File: src/rtl/uart_tx_pin_pkg.sv
// Shared UART definitions: line states, frame constants and the
// default bit period. Used by both the transmitter and the receiver.
package uart_tx_pin_pkg;

  typedef enum logic [1:0] {
    ST_IDLE  = 2'd0,
    ST_START = 2'd1,
    ST_DATA  = 2'd2,
    ST_STOP  = 2'd3
  } uart_state_e;

  localparam int   UART_DATA_BITS       = 8;
  localparam logic START_BIT_VAL        = 1'b0;
  localparam logic STOP_BIT_VAL         = 1'b1;
  localparam int   DEFAULT_CLKS_PER_BIT = 434;

  // Line level driven while the framer sits in a given state.
  function automatic logic line_level(input uart_state_e st, input logic data_bit);
    logic lvl;
    case (st)
      ST_IDLE:  lvl = STOP_BIT_VAL;
      ST_START: lvl = START_BIT_VAL;
      ST_DATA:  lvl = data_bit;
      ST_STOP:  lvl = STOP_BIT_VAL;
      default:  lvl = STOP_BIT_VAL;
    endcase
    return lvl;
  endfunction

endpackage

File: src/rtl/uart_tx_pin_bit_timer.sv
// Bit-time counter shared by the UART transmitter and receiver.
// Counts one bit period (up from 0 or down to 0) and flags its last
// cycle; the count restarts automatically after the terminal cycle.
module bit_timer
  import uart_tx_pin_pkg::*;
#(
  parameter int   CLKS_PER_BIT = DEFAULT_CLKS_PER_BIT,
  parameter logic COUNT_DOWN   = 1'b0,
  localparam int  CNT_W        = $clog2(CLKS_PER_BIT)
) (
  input  logic clk,
  input  logic rst,
  input  logic i_clear,
  output logic o_terminal
);

  localparam logic [CNT_W-1:0] LAST_VAL  = CNT_W'(CLKS_PER_BIT - 1);
  localparam logic [CNT_W-1:0] ZERO_VAL  = {CNT_W{1'b0}};
  localparam logic [CNT_W-1:0] START_VAL = COUNT_DOWN ? LAST_VAL : ZERO_VAL;
  localparam logic [CNT_W-1:0] TERM_VAL  = COUNT_DOWN ? ZERO_VAL : LAST_VAL;

  logic [CNT_W-1:0] r_count;
  logic             w_terminal;

  assign w_terminal = (r_count == TERM_VAL);
  assign o_terminal = w_terminal;

  // Advance the bit-period count; restart on clear or after the terminal cycle.
  always_ff @(posedge clk) begin
    if (rst) begin
      r_count <= START_VAL;
    end else if (i_clear || w_terminal) begin
      r_count <= START_VAL;
    end else if (COUNT_DOWN) begin
      r_count <= r_count - CNT_W'(1);
    end else begin
      r_count <= r_count + CNT_W'(1);
    end
  end

endmodule

File: src/rtl/uart_tx_pin.sv
// 8N1 UART transmitter driving the external TX pin from a flop.
// One byte per valid/ready handshake; back-to-back frames have no gap.
module uart_tx_pin
  import uart_tx_pin_pkg::*;
#(
  parameter int CLKS_PER_BIT = DEFAULT_CLKS_PER_BIT
) (
  input  logic       clk,
  input  logic       rst,
  input  logic [7:0] txData,
  input  logic       txValid,
  output logic       txReady,
  output logic       txPin,
  output logic       busy
);

  localparam int                IDX_W    = $clog2(UART_DATA_BITS);
  localparam logic [IDX_W-1:0]  LAST_IDX = IDX_W'(UART_DATA_BITS - 1);

  uart_state_e                r_state;
  uart_state_e                w_state_next;
  logic [UART_DATA_BITS-1:0]  r_shift;
  logic [UART_DATA_BITS-1:0]  w_shift_next;
  logic [IDX_W-1:0]           r_bit_idx;
  logic [IDX_W-1:0]           w_idx_next;
  logic                       r_tx_pin;
  logic                       w_tx_pin_next;
  logic                       w_terminal;
  logic                       w_timer_clear;
  logic                       w_ready;
  logic                       w_accept;

  // Hold the timer at its start value while idle so an accepted byte
  // gets a full start-bit period.
  assign w_timer_clear = (r_state == ST_IDLE);

  bit_timer #(
    .CLKS_PER_BIT (CLKS_PER_BIT),
    .COUNT_DOWN   (1'b0)
  ) u_bit_timer (
    .clk        (clk),
    .rst        (rst),
    .i_clear    (w_timer_clear),
    .o_terminal (w_terminal)
  );

  // Ready in idle, or in the final stop-bit cycle so the next frame follows without a gap.
  assign w_ready  = (r_state == ST_IDLE) || ((r_state == ST_STOP) && w_terminal);
  assign w_accept = txValid && w_ready;

  assign txReady = w_ready;
  assign txPin   = r_tx_pin;
  assign busy    = (r_state != ST_IDLE);

  // Next-state, shift register and bit index; pin level follows the next state.
  always_comb begin
    w_state_next = r_state;
    w_shift_next = r_shift;
    w_idx_next   = r_bit_idx;
    case (r_state)
      ST_IDLE: begin
        if (w_accept) begin
          w_state_next = ST_START;
          w_shift_next = txData;
          w_idx_next   = {IDX_W{1'b0}};
        end else begin
          w_state_next = ST_IDLE;
        end
      end
      ST_START: begin
        if (w_terminal) begin
          w_state_next = ST_DATA;
        end else begin
          w_state_next = ST_START;
        end
      end
      ST_DATA: begin
        if (w_terminal) begin
          w_shift_next = {1'b0, r_shift[UART_DATA_BITS-1:1]};
          if (r_bit_idx == LAST_IDX) begin
            w_state_next = ST_STOP;
            w_idx_next   = {IDX_W{1'b0}};
          end else begin
            w_idx_next   = r_bit_idx + IDX_W'(1);
          end
        end else begin
          w_state_next = ST_DATA;
        end
      end
      ST_STOP: begin
        if (w_terminal && w_accept) begin
          w_state_next = ST_START;
          w_shift_next = txData;
          w_idx_next   = {IDX_W{1'b0}};
        end else if (w_terminal) begin
          w_state_next = ST_IDLE;
        end else begin
          w_state_next = ST_STOP;
        end
      end
      default: begin
        w_state_next = ST_IDLE;
      end
    endcase
    w_tx_pin_next = line_level(w_state_next, w_shift_next[0]);
  end

  // State, data and pin registers; reset abandons any frame in flight.
  always_ff @(posedge clk) begin
    if (rst) begin
      r_state   <= ST_IDLE;
      r_shift   <= {UART_DATA_BITS{1'b0}};
      r_bit_idx <= {IDX_W{1'b0}};
      r_tx_pin  <= STOP_BIT_VAL;
    end else begin
      r_state   <= w_state_next;
      r_shift   <= w_shift_next;
      r_bit_idx <= w_idx_next;
      r_tx_pin  <= w_tx_pin_next;
    end
  end

endmodule

File: config.mk
export PLATFORM = sky130hd
export DESIGN_NAME = uart_tx_pin
export DESIGN_NICKNAME = d
export VERILOG_FILES = /design/src/rtl/uart_tx_pin_pkg.sv /design/src/rtl/uart_tx_pin_bit_timer.sv /design/src/rtl/uart_tx_pin.sv
export SDC_FILE = /design/constraint.sdc
export NUM_CORES = 1
export LEC_CHECK = 0
export CORE_MARGIN = 2
export CORE_UTILIZATION = 55
export CTS_CLUSTER_SIZE = 20
export DETAILED_ROUTE_END_ITERATION = 7
export MAX_ROUTING_LAYER = met4
export PLACE_DENSITY = 0.79
export SLEW_MARGIN = 20
export SYNTH_ARGS = -nofsm -noshare
export SYNTH_HDL_FRONTEND = slang
export SYNTH_SLANG_ARGS = --single-unit
File: constraint.sdc
create_clock -name clk -period 3.5 [get_ports clk]
set_input_delay 0.7 -clock clk [delete_from_list [all_inputs] [get_ports clk]]
set_output_delay 0.7 -clock clk [all_outputs]
set_load 0.01 [all_outputs]
==> qor.csv <==
metric,value,unit
maxSlewViolCount,0,
die_y,48.9,um
num_vias,919,
core,1940,um2
dp.final_hpwl,1.59,mm
postCtsSetupBuffers,0,
cts_num_sinks,23,
crit_fanout,5,
dpl.cell_count,159,
tightestPinTransition,0.557,ns
reg2reg_slack,1.46,ns
ant_nets,0,
drv_cap,0,
clk_pin_slew,0.13,ns
grt_max_degree,16,
yosysTopAreaCellShare,41.4,%
r2r_cells,9,
diodes,0,
tritoncts,built,
clkLatencyLatePin,0.32,ns
final_common_cell,nor2_1,
wire_per_inst,13.0,um
fill_cells,171,
grt_pass1_wl,3.53,mm
power_leakage,0.509,nW
yosys-top-cells-area,"dfxtp_1 41%, nor2_1 8.1%, ha_1 6.8%",
cts_resized,0,
fin_worst_skew,0.00199,ns
synthMuxAreaShare,1.35,%
std_cell_rows,16,
synth_area,1110,um2
cts_buffer_depth,2,
drc_errors,0,
setup_tns,0,ns
p_int,0.347,mW
worst_r2r_endpoint,txPin,
nets,154,
fp.dieW,48.9,um
yosysWarnings,0,
postSynthCellCount,123,
min_to,u_bit_timer.r_count[0],
synth_area_leader_cell,dfxtp_1,
hold_viol_final,0,
power.density,363,nW/um2
synth.distinct_cells,33,
via_per_inst,5.64,
initialDrtViolationCount,31,
ctsHoldBuffers,0,
gp_congestion,0.802,
synth_fa_ha_area_share,6.76,%
start_util,57.2,%
multi_input_area,607,um2
max-slew-margin-rel,62.8,%
fin_crit_sh,74.6,%
grt_overflow_total,0,
p_sw_share,25.5,%
root_buffer,clkbuf_4,
crit_path_end_kind,output port,
p_clk_share,27.2,%
pre_cts_slack,1.07,ns
synth_xor_area_share,5.52,%
setup_viol,0,
power_frac_comb,13.2,%
synth_nets,140,
peakVddDrop,0.259,mV
synth-compound-area-share,17.6,%
ys_seq_area_share,41.4,%
layout_common_cells,"24 x nor2_1, 23 x dfxtp_1, 13 x clkdlybuf4s50_1",
regArea,460,um2
io_pins,14,
area_growth,15.7,%
hp-start,u_bit_timer.r_count[0],
fin_crit,2.61,ns
status,"complete, no violations",
rr_startpoint,u_bit_timer.r_count[1],
antenna_found_initial,0,
dieArea,2400,um2
p_switching,0.119,mW
critPathArrivalTime,1.91,ns
ys_ff_latch,23,
yosys.area_share.simple,23.4,%
drive_above_1_share,7.35,%
rsz0062_at_grt,no,
port_buffers,13,
numCtsBuffers,3,
synth_top_family_by_area,simple AND/OR/NAND/NOR gates,
h-tree-depth,1,
start_kind,flip-flop,
grt_usage,19.4,%
hold_path_depth,1,
dr.pass1.iters,4,
postRouteWirelength,2.12,mm
fin_cells,163,
finalWorstSetupSlack,0.890,ns
cp.required,2.80,ns
syn_area_per_cell,9.03,um2
max_freq,383,MHz
power_frac_seq,59.6,%
grt_pass1_vias,847,
critPathKind,flip-flop to output port,
min_path_type,flip-flop to flip-flop,
-- cells by family after synthesis --
group | after synthesis
muxes | 1
and+or+nand+nor | 51
adders and majority gates | 6
DFF | 23
xor gates and xnor gates | 7
AOI/OAI and AO/OA | 24
buffers and inverters | 11
-- metrics by stage --
| stage | util (%) | power, mW | area, um2 | hold slack [ns] |
|---|---|---|---|---|
| final | 66.2 | 0.466 | 1280 | 0.483 |
| after global routing | 66.2 | 0.487 | 1280 | 0.508 |
| after CTS | 66.2 | 0.467 | 1280 | 0.493 |
| after detailed placement | 64.8 | 0.345 | 1260 | 0.463 |
| after global placement | 64.8 | 0.342 | 1260 | 0.449 |
| after floorplan | - | 0.318 | 1110 | 0.430 |
-- registers in the layout, summed over array words and instances (netlist names) --
register             flops
r_state                  2
txPin                    1
r_bit_idx                3
u_bit_timer.r_count      9
r_shift                  8
-- synth_stat cells --
cell type and n:
or4_1 1, a22oi_1 3, nand3_1 5, o2111a_1 1, o21a_1 1, ha_1 6, a311o_1 1, and4b_4 1
a21o_1 1, nand2_4 1, xor2_1 3, nor2_1 24, and4bb_4 1, nand4_1 1, nor2b_1 2, nand2b_1 2
dfxtp_1 23, a31o_1 1, mux2_4 1, inv_1 7, and2_1 1, o21ai_0 5, a21oi_1 3, a222oi_1 6
o2bb2a_4 1, and3_1 2, nand2_1 7, buf_2 2, or3_1 2, xnor2_1 4, a21boi_1 1, clkbuf_1 2
and2_2 1
-- metal layers --
metal / track usage [%] / vias up / part of all wire (%) / routed length (um)
met1: 23.2 / 425 / 47 / 992
met3: 3.99 / 6 / 3.9 / 82
li1: - / 461 / - / -
met2: 32.2 / 27 / 48 / 1020
met5: - / - / 0 / 0
met4: 7.14 / 0 / 1.5 / 31
-- power groups by stage --
stage | combinational (mW) | clock (mW) | sequential [mW]
after floorplan | 0.0362 | 0 | 0.282
after global placement | 0.0592 | 0 | 0.283
after detailed placement | 0.0613 | 0 | 0.283
after CTS | 0.0616 | 0.128 | 0.278
after global routing | 0.0679 | 0.140 | 0.279
final | 0.0613 | 0.127 | 0.278
-- layout make-up --
class	instances	area share, %
clock inverters	1	0.389
clock buffers	3	1.75
flip-flops and latches	23	35.8
well taps	27	2.63
repair buffers	13	10.1
multi-input cells	89	47.2
inverters	7	2.04
-- worst max path at each step --
| stage | start | endpoint | slack, ns | depth (start not counted) |
|---|---|---|---|---|
| finish | u_bit_timer.r_count[0] | txReady | 0.89 | 5 |
| global route | u_bit_timer.r_count[0] | txReady | 0.79 | 5 |
| CTS | u_bit_timer.r_count[0] | txReady | 0.87 | 5 |
| detailed placement | txValid | r_bit_idx[0] | 1.07 | 5 |
| global placement | txValid | txPin | 1.11 | 6 |
| floorplan | u_bit_timer.r_count[1] | txPin | 1.64 | 9 |
-- worst max-delay path: stages, from the launching register on --
cell and delay (ns):
dfxtp_1 0.40, ha_1 0.16, and4b_4 0.29, nand3_1 0.12, nand2_1 0.09, clkdlybuf4s50_1 0.53
Note: power is estimated with default switching activity, not from simulation.
